File: config.mk
export PLATFORM = sky130hd
export DESIGN_NAME = jtcontra_snd_cmd
export DESIGN_NICKNAME = d
export VERILOG_FILES = /design/src/rtl/jtcontra_snd_cmd_pkg.sv /design/src/rtl/jtcontra_snd_cmd_fifo.sv /design/src/rtl/jtcontra_snd_cmd.sv
export SDC_FILE = /design/constraint.sdc
export NUM_CORES = 1
export LEC_CHECK = 0
export ABC_CLOCK_PERIOD_IN_PS = 1900
export BUFFER_PORTS_ARGS = -buffer_cell sky130_fd_sc_hd__buf_4
export CAP_MARGIN = 20
export CORE_UTILIZATION = 50
export DETAILED_ROUTE_END_ITERATION = 8
export PLACE_DENSITY_LB_ADDON = 0.08
export SYNTH_ARGS = -nofsm -noshare
export SYNTH_HDL_FRONTEND = slang
export SYNTH_HIERARCHICAL = 1
export SYNTH_SLANG_ARGS = --single-unit
File: constraint.sdc
create_clock -name clk -period 1.9 [get_ports clk]
set_input_delay 0 -clock clk [delete_from_list [all_inputs] [get_ports clk]]
set_output_delay 0 -clock clk [all_outputs]
set_load 0.005 [all_outputs]
File: src/rtl/jtcontra_snd_cmd_pkg.sv
// Shared definitions for the main-CPU sound command link: FSM state codes,
// command byte width and timer widths.
package jtcontra_snd_cmd_pkg;

    localparam int DATA_W   = 8;
    localparam int PULSE_TW = 4;
    localparam int GAP_TW   = 8;
    localparam int TO_TW    = 16;

    typedef logic [1:0] state_t;

    localparam state_t ST_IDLE  = 2'd0;
    localparam state_t ST_PULSE = 2'd1;
    localparam state_t ST_WAIT  = 2'd2;
    localparam state_t ST_GAP   = 2'd3;

endpackage

File: src/rtl/jtcontra_snd_cmd_fifo.sv
// Synchronous DEPTH x 8 command FIFO; head is the oldest entry, count is
// log2(DEPTH)+1 bits, pointers wrap modulo DEPTH.
module jtcontra_snd_cmd_fifo
    import jtcontra_snd_cmd_pkg::*;
#(
    parameter int DEPTH = 4
)(
    input  logic                   clk,
    input  logic                   rst,
    input  logic                   push,
    input  logic                   pop,
    input  logic [DATA_W-1:0]      din,
    output logic [DATA_W-1:0]      head,
    output logic                   full,
    output logic                   empty,
    output logic [$clog2(DEPTH):0] count
);

    localparam int AW = $clog2(DEPTH);
    localparam int CW = AW + 1;

    logic [DATA_W-1:0] mem [DEPTH];
    logic [AW-1:0]     wr_ptr;
    logic [AW-1:0]     rd_ptr;
    logic              do_push;
    logic              do_pop;

    assign empty   = (count == '0);
    assign full    = (count == CW'(DEPTH));
    assign do_pop  = pop & ~empty;
    // A push into a full FIFO is still taken when a pop frees a slot this cycle
    assign do_push = push & (~full | do_pop);
    assign head    = mem[rd_ptr];

    always_ff @(posedge clk) begin
        if (do_push) mem[wr_ptr] <= din;
    end

    always_ff @(posedge clk) begin
        if (rst) begin
            wr_ptr <= '0;
            rd_ptr <= '0;
            count  <= '0;
        end else begin
            if (do_push) wr_ptr <= wr_ptr + AW'(1);
            if (do_pop)  rd_ptr <= rd_ptr + AW'(1);
            if (do_push && !do_pop)      count <= count + CW'(1);
            else if (do_pop && !do_push) count <= count - CW'(1);
        end
    end

endmodule

File: src/rtl/jtcontra_snd_cmd.sv
// Main-CPU side of the sound command link: latches command bytes and paces them
// to the sound CPU with snd_irq pulses. Define JTCONTRA_SNDCMD_FIFO_EN for a FIFO.
module jtcontra_snd_cmd
    import jtcontra_snd_cmd_pkg::*;
#(
    parameter int IRQ_W   = 4,
    parameter int GAP_W   = 8,
    parameter int TIMEOUT = 4096,
    parameter int DEPTH   = 4
)(
    input  logic              clk,
    input  logic              rst,
    input  logic              cen,
    input  logic              main_cs,
    input  logic              main_we,
    input  logic [DATA_W-1:0] main_din,
    input  logic              snd_ack,
    output logic [DATA_W-1:0] snd_latch,
    output logic              snd_irq,
    output logic              busy,
    output logic              overflow
);

    localparam int CNT_W = $clog2(DEPTH) + 1;

    localparam logic [PULSE_TW-1:0] IRQ_LAST = PULSE_TW'(IRQ_W - 1);
    localparam logic [GAP_TW-1:0]   GAP_LAST = GAP_TW'(GAP_W - 1);
    localparam logic [TO_TW-1:0]    TO_LAST  = TO_TW'(TIMEOUT - 1);
    localparam bit                  TO_EN    = (TIMEOUT != 0);

    state_t              state;
    logic [PULSE_TW-1:0] pulse_cnt;
    logic [GAP_TW-1:0]   gap_cnt;
    logic [TO_TW-1:0]    to_cnt;

    logic              wr;
    logic              pop;
    logic              to_hit;
    logic              has_cmd;
    logic              more;
    logic [CNT_W-1:0]  count;
    logic [DATA_W-1:0] head;

    assign wr       = cen & main_cs & main_we;
    assign to_hit   = TO_EN & cen & (to_cnt == TO_LAST);
    assign pop      = (state == ST_WAIT) & (snd_ack | to_hit);
    assign has_cmd  = (count != '0);
    assign snd_irq  = (state == ST_PULSE);
    assign busy     = (state != ST_IDLE);

`ifdef JTCONTRA_SNDCMD_FIFO_EN
    localparam bit RESTART = 1'b0;

    logic push;
    logic full;
    logic empty;

    assign push = wr & (~full | pop);
    assign more = (count > CNT_W'(1)) | push;

    jtcontra_snd_cmd_fifo #(
        .DEPTH (DEPTH)
    ) u_fifo (
        .clk   (clk),
        .rst   (rst),
        .push  (push),
        .pop   (pop),
        .din   (main_din),
        .head  (head),
        .full  (full),
        .empty (empty),
        .count (count)
    );

    always_ff @(posedge clk) begin
        if (rst)                     overflow <= 1'b0;
        else if (wr && full && !pop) overflow <= 1'b1;
    end

    always_ff @(posedge clk) begin
        if (rst)         snd_latch <= '0;
        else if (!empty) snd_latch <= head;
    end
`else
    localparam bit RESTART = 1'b1;

    assign more     = 1'b0;
    assign overflow = 1'b0;

    // Single latch: count is a 0/1 pending flag held for one edge, so the byte
    // reaches snd_latch and (re)starts the pulse on the edge after the write.
    always_ff @(posedge clk) begin
        if (rst) begin
            count <= '0;
            head  <= '0;
        end else begin
            count <= wr ? CNT_W'(1) : '0;
            if (wr) head <= main_din;
        end
    end

    always_ff @(posedge clk) begin
        if (rst)          snd_latch <= '0;
        else if (has_cmd) snd_latch <= head;
    end
`endif

    always_ff @(posedge clk) begin
        if (rst) begin
            state     <= ST_IDLE;
            pulse_cnt <= '0;
            gap_cnt   <= '0;
            to_cnt    <= '0;
        end else if (RESTART && has_cmd) begin
            state     <= ST_PULSE;
            pulse_cnt <= '0;
        end else begin
            case (state)
                ST_IDLE: begin
                    if (has_cmd) begin
                        state     <= ST_PULSE;
                        pulse_cnt <= '0;
                    end
                end
                ST_PULSE: begin
                    if (cen) begin
                        if (pulse_cnt == IRQ_LAST) begin
                            state  <= ST_WAIT;
                            to_cnt <= '0;
                        end else begin
                            pulse_cnt <= pulse_cnt + PULSE_TW'(1);
                        end
                    end
                end
                ST_WAIT: begin
                    if (pop) begin
                        state   <= more ? ST_GAP : ST_IDLE;
                        gap_cnt <= '0;
                    end else if (cen) begin
                        to_cnt <= to_cnt + TO_TW'(1);
                    end
                end
                ST_GAP: begin
                    if (cen) begin
                        if (gap_cnt == GAP_LAST) begin
                            state     <= ST_PULSE;
                            pulse_cnt <= '0;
                        end else begin
                            gap_cnt <= gap_cnt + GAP_TW'(1);
                        end
                    end
                end
                default: state <= ST_IDLE;
            endcase
        end
    end

endmodule

==> results of run 1 <==
[logic make-up (layout without fill, tap and decap cells)]
group	Yosys count	in the layout	synth area share, %
AO/OA/AOI/OAI	45	45	12.2
XOR/XNOR	16	16	6.52
adder cells (fa/ha/maj)	3	3	1.75
buffers and inverters	15	78	3.38
flip-flops	47	47	43.8
multiplexers	9	9	4.25
other	1	1	0.175
AND/OR/NAND/NOR	120	120	27.9
[path summary, 6_finish.rpt]
check                                               start                         to  slack, ns  cells after the start
worst min-delay path                                  rst  snd_latch[6]$_SDFFE_PP0P_       0.04                      2
worst max register to register  pulse_cnt[0]$_SDFFE_PP0P_    to_cnt[15]$_SDFFE_PP0P_      -0.02                      6
worst min register to register       head[6]$_SDFFE_PP0P_       head[6]$_SDFFE_PP0P_       0.46                      2
worst max-delay path            pulse_cnt[0]$_SDFFE_PP0P_    to_cnt[15]$_SDFFE_PP0P_      -0.02                      6
[sequential cells by signal, summed over array words and instances (netlist names)]
name       flops
head           8
to_cnt        16
pulse_cnt      4
count          1
gap_cnt        8
state          2
snd_latch      8
[per-stage QoR]
stage | power, mW | cell area (µm²) | hold WS, ns
after global routing | 1.83 | 2860 | 0.0480
final | 1.76 | 2860 | 0.0368
after floorplan | 1.07 | 2170 | 0.0691
after CTS | 1.78 | 2770 | 0.0355
after global placement | 1.11 | 2580 | 0.251
after detailed placement | 1.11 | 2580 | 0.258
[Yosys cell counts, types with 2 or more instances]
cell type / number
nand2_1: 33
a211oi_1: 3
a21oi_1: 24
or4_1: 3
nand2b_1: 3
nor4b_2: 2
ha_1: 3
or3_1: 3
nand4b_1: 2
clkbuf_1: 5
dfxtp_1: 47
xnor2_1: 10
nor2_1: 38
nor3_1: 3
mux2i_1: 8
buf_4: 2
xor2_1: 6
nand4_1: 5
o21ai_0: 9
and2_1: 2
and3_1: 5
o31ai_1: 3
and4_1: 2
inv_1: 5
nand3_1: 12
a21boi_1: 2
[layout make-up]
| class | count | area share [%] |
|---|---|---|
| Inverter | 5 | 0.657 |
| Clock buffer | 8 | 3.51 |
| Multi-Input combinational cell | 194 | 42.6 |
| Tap cell | 50 | 2.19 |
| Sequential cell | 47 | 33.2 |
| Timing Repair Buffer | 65 | 17.9 |
[repair_timing]
action	4_1_cts	5_1_grt
endpoints found under the hold margin	8	0
pin swaps	5	5
buffers inserted	1	2
gates cloned	0	0
resized for setup	3	16
hold buffers	8	0
setup endpoints to repair	8	26
[critical path, stage by stage (launching register included)]
cell and delay [ns]:
dfxtp_2 0.34, ha_1 0.16, nor4b_4 0.26, nand4b_1 0.18, o22a_4 0.30, nor4b_4 0.27, mux2_4 0.32
[metal layers]
layer  wire (µm)  track usage [%]
met1        2110             28.2
met2        2160             34.2
met3         131             5.91
met4          55             6.38
met5           0                0
[power by group through the flow]
stage	registers, mW	logic [mW]	clock network, mW
global route	0.997	0.114	0.714
finish	0.996	0.104	0.659
global placement	1.02	0.0886	0
CTS	0.996	0.103	0.680
floorplan	1.02	0.0461	0
detailed placement	1.02	0.0899	0
==> flow_summary.yaml, run 1 <==
flow_run:
  max_cap_violations: 0
outcome:
  violations: "negative setup slack"
  outcome: "finished, violations left"
cts:
  clkLatencyLatePin_ns: 0.30
  path_clk_slew_ns: 0.09
  htree_levels: 2
  clk_path_buf_depth: 2
  cts_buffers: 5
  cts-root-buf: "clkbuf_8"
  cts_tree: "built"
  cts.sinks: 47
timing:
  hold_viol_final: 0
  finalSetupViolCount: 3
  layout_setup_ws_ns: -0.0201
  rsz0062_at_grt: "true"
  fmax_mhz: 521
  fin_tns_setup_ns: -0.0437
  slew_violations: 0
  finalCritPeriodShare_pct: 101
  period_needed_ns: 1.92
  finClkSkew_ns: 0.0127
route:
  drc: 0
  first_pass_iters: 4
  totalWireLength_mm: 4.45
  via_count: 1931
  wl_per_cell_um: 12.1
  dr.first_iter.drc_count: 71
  ant_nets: 0
  avgViaCountPerCell: 5.23
finish:
  diodes: 0
  final_cells: 369
  synthToLayoutAreaGrowth_pct: 32.9
  layout-drive-gt1-share_pct: 26.0
  nNetsFinal: 335
  fin_util_pct: 70.4
  mostFrequentLayoutCell: "buf_4"
  num-fill-cells: 326
  regArea_um2: 947
  multiInputGateArea_um2: 1210
  layout_common_cells: "buf_4, dfxtp_1, nor2_1"
synthesis:
  synth_top_area_share_pct: 43.8
  synth_edf_count: 0
  synth_ff_type: "dfxtp_1"
  ys_warn_count: 6
  yosysSeqAreaShare_pct: 43.8
  synth_cell_types: 42
  avgSynthCellArea_um2: 8.39
  synthesis.instances: 256
  synth_largest_area_cell: "dfxtp_1"
  yosys-top-cells-area: "dfxtp_1, nor2_1, nand2_1, a21oi_1, xnor2_1"
  synth-seq-cells: 47
  syn_nets: 273
  netlist_area_um2: 2150
  async_reset_ff_share_pct: 0
floorplan:
  die_w_um: 67.6
  start_util_pct: 52.9
  die_h_um: 67.6
  core_um2: 4060
  io_pins: 25
  rows: 23
  die_area_um2: 4560
pwr:
  leakage_nw: 1.12
  sw_frac_of_total_pct: 21.7
  clock_power_share_pct: 37.5
  p_seq_share_pct: 56.6
  power.net_switching_mw: 0.381
  max-vdd-ir-drop_uv: 430
  comb_power_share_pct: 5.9
  p_int_mw: 1.38
  power_density_nw_per_um2: 616
setup_path:
  crit_required_ns: 2.10
  startpoint_type: "register"
  path_class: "reg -> reg"
  critPathArrivalTime_ns: 2.12
  critPathMaxFanout: 7
  end_kind: "register"
grt:
  grt_overflow: 0
  antenna_found_initial: 0
  grt_max_degree: 25
  grt_pass1_wl_mm: 7.39
  grt_usage_pct: 21.5
  first_global_vias: 1689
place:
  placedCellCount: 350
  gp_congestion: 0.764
  port_buffers: 23
  place_ws_ns: -0.134
  place_hpwl_mm: 3.13
worst_hold_path:
  hp-class: "in -> reg"
No activity file was read; power rests on OpenSTA's default activity.
==> run 2: changes to the inputs <==
--- a/config.mk
+++ b/config.mk
@@ -10,7 +10,8 @@
 export CAP_MARGIN = 20
 export CORE_UTILIZATION = 50
 export DETAILED_ROUTE_END_ITERATION = 8
-export PLACE_DENSITY_LB_ADDON = 0.08
+export GPL_ROUTABILITY_DRIVEN = 0
+export PLACE_DENSITY = 0.75
 export SYNTH_ARGS = -nofsm -noshare
 export SYNTH_HDL_FRONTEND = slang
 export SYNTH_HIERARCHICAL = 1
==> run 2 against run 1 <==
  * The flow still finishes with violations (negative setup slack)
  * Critical path depth unchanged
  * Final area up 1.4%
  * Global-route usage up 1.7 points
  * Die area unchanged
  * Sequential power about the same
  * Clock power up 15%
  * Combinational power up 11%
  * Maximum frequency down 1.5%
  * Count of clock-buffer cells in the layout down 3
  * Hold slack worse by 0.012 ns
  * Register-to-register slack worse by 0.03 ns
  * Largest cell class unchanged
==> flow_summary.yaml, run 2 (synthesized netlist as in run 1, its figures left out) <==
floorplan:
  io_pins: 25
  core_um2: 4060
  rows: 23
  die_w_um: 67.6
  start_util_pct: 52.9
  die_area_um2: 4560
  die_h_um: 67.6
setup_path:
  slowest_stage: "dfxtp_1"
  crit_required_ns: 2.10
  startpoint_type: "register"
  critPathBufInv: 0
  slowest_delay_ns: 0.35
  path_delay_family: "simple AND/OR/NAND/NOR gates"
  critPathMaxFanout: 6
  critPathArrivalTime_ns: 2.15
  cp_common_cell: "nor4b_4"
  path_cells: "ha_1 -> nor4b_4 -> nand4b_1 -> o22a_4 -> nor4b_4 -> mux2_4"
  end_kind: "register"
  r2r_slack_ns: -0.05
  path_class: "reg -> reg"
pwr:
  sw_frac_of_total_pct: 22.5
  max-vdd-ir-drop_uv: 455
  leakage_nw: 1.13
  comb_power_share_pct: 6.1
  clock_power_share_pct: 40.6
  power_density_nw_per_um2: 647
  p_int_mw: 1.45
  power.net_switching_mw: 0.420
  p_seq_share_pct: 53.3
finish:
  nNetsFinal: 336
  largest_reg_flops: 16
  mostFrequentLayoutCell: "buf_4"
  layout-drive-gt1-share_pct: 29.1
  top_register: "to_cnt"
  synthToLayoutAreaGrowth_pct: 34.7
  num-fill-cells: 298
  diodes: 0
  fin_util_pct: 71.3
  layout_common_cells: "buf_4, dfxtp_1, nor2_1"
outcome:
  outcome: "finished, violations left"
  violations: "negative setup slack"
timing:
  slew-limit-headroom_pct: 57.9
  tightest_slew_ns: 0.627
  fin_tns_setup_ns: -0.123
  slew_violations: 0
  whs_ns: 0.0251
  finalSetupViolCount: 5
  rsz0062_at_grt: "true"
  fmax_mhz: 513
  period_needed_ns: 1.95
  layout_setup_ws_ns: -0.0484
  finalCritPeriodShare_pct: 103
  finClkSkew_ns: 0.0118
  hold_viol_final: 0
cts:
  path_clk_slew_ns: 0.10
  cts_buffers: 5
  cts.sinks: 47
  clk_path_buf_depth: 2
  cts-root-buf: "clkbuf_8"
  htree_levels: 2
  cts_tree: "built"
  clkLatencyLatePin_ns: 0.31
route:
  dr.first_iter.drc_count: 71
  totalWireLength_mm: 4.95
  wl_per_cell_um: 13.4
  ant_nets: 0
  first_pass_iters: 4
  via_count: 1993
  avgViaCountPerCell: 5.39
  drc: 0
place:
  port_buffers: 23
  place_ws_ns: -0.0829
  place_hpwl_mm: 3.24
grt:
  grt_pass1_wl_mm: 7.89
  grt_usage_pct: 23.2
  grt_overflow: 0
  first_global_vias: 1828
  grt_max_degree: 25
  antenna_found_initial: 0
worst_hold_path:
  hp-class: "in -> reg"
flow_run:
  max_cap_violations: 0
[run 2: cell type report]
type,instances,area [µm²],share of cell area [%]
Multi-Input combinational cell,194,1230,42.4
Sequential cell,47,950,32.8
Timing Repair Buffer,66,519,17.9
Clock buffer,5,68.8,2.38
Tap cell,50,62.6,2.16
Clock inverter,3,47.5,1.64
Inverter,5,18.8,0.649
[run 2: path summary, 6_finish.rpt]
path / start / cells past startpoint / endpoint
hold / removal: rst / 2 / snd_latch[3]$_SDFFE_PP0P_
hold reg to reg: head[7]$_SDFFE_PP0P_ / 2 / head[7]$_SDFFE_PP0P_
setup / recovery: pulse_cnt[1]$_SDFFE_PP0P_ / 6 / to_cnt[15]$_SDFFE_PP0P_
setup reg to reg: pulse_cnt[1]$_SDFFE_PP0P_ / 6 / to_cnt[15]$_SDFFE_PP0P_
[run 2: metal layers]
layer  up-vias  global-route usage [%]  share of wire [%]
li1       1010                       -                  -
met2        31                    37.9                 50
met4         0                    9.84                1.2
met3         8                    6.59                3.0
met5         -                       0                  0
met1       944                    28.2                 45
[run 2: power by group through the flow]
stage          logic [mW]  clock network (mW)  registers, mW
2_1_floorplan      0.0461                   0           1.02
3_3_place_gp       0.0896                   0           1.02
3_5_place_dp       0.0912                   0           1.02
4_1_cts             0.108               0.778          0.997
5_1_grt             0.125               0.813          0.998
6_report            0.115               0.760          0.997
[run 2: stage by stage]
stage | instance area [µm²] | power (mW) | std cells
floorplan | 2170 | 1.07 | 256
global placement | 2540 | 1.11 | 345
detailed placement | 2540 | 1.11 | 345
CTS | 2780 | 1.88 | 363
global route | 2890 | 1.94 | 370
finish | 2890 | 1.87 | 370
[run 2: repair_timing]
action / in CTS / in global routing
buffers inserted: 2 / 7
hold endpoints to repair: 8 / 0
resized for setup: 7 / 20
pin swaps: 5 / 11
hold buffers: 8 / 0
endpoints found under the setup margin: 7 / 24
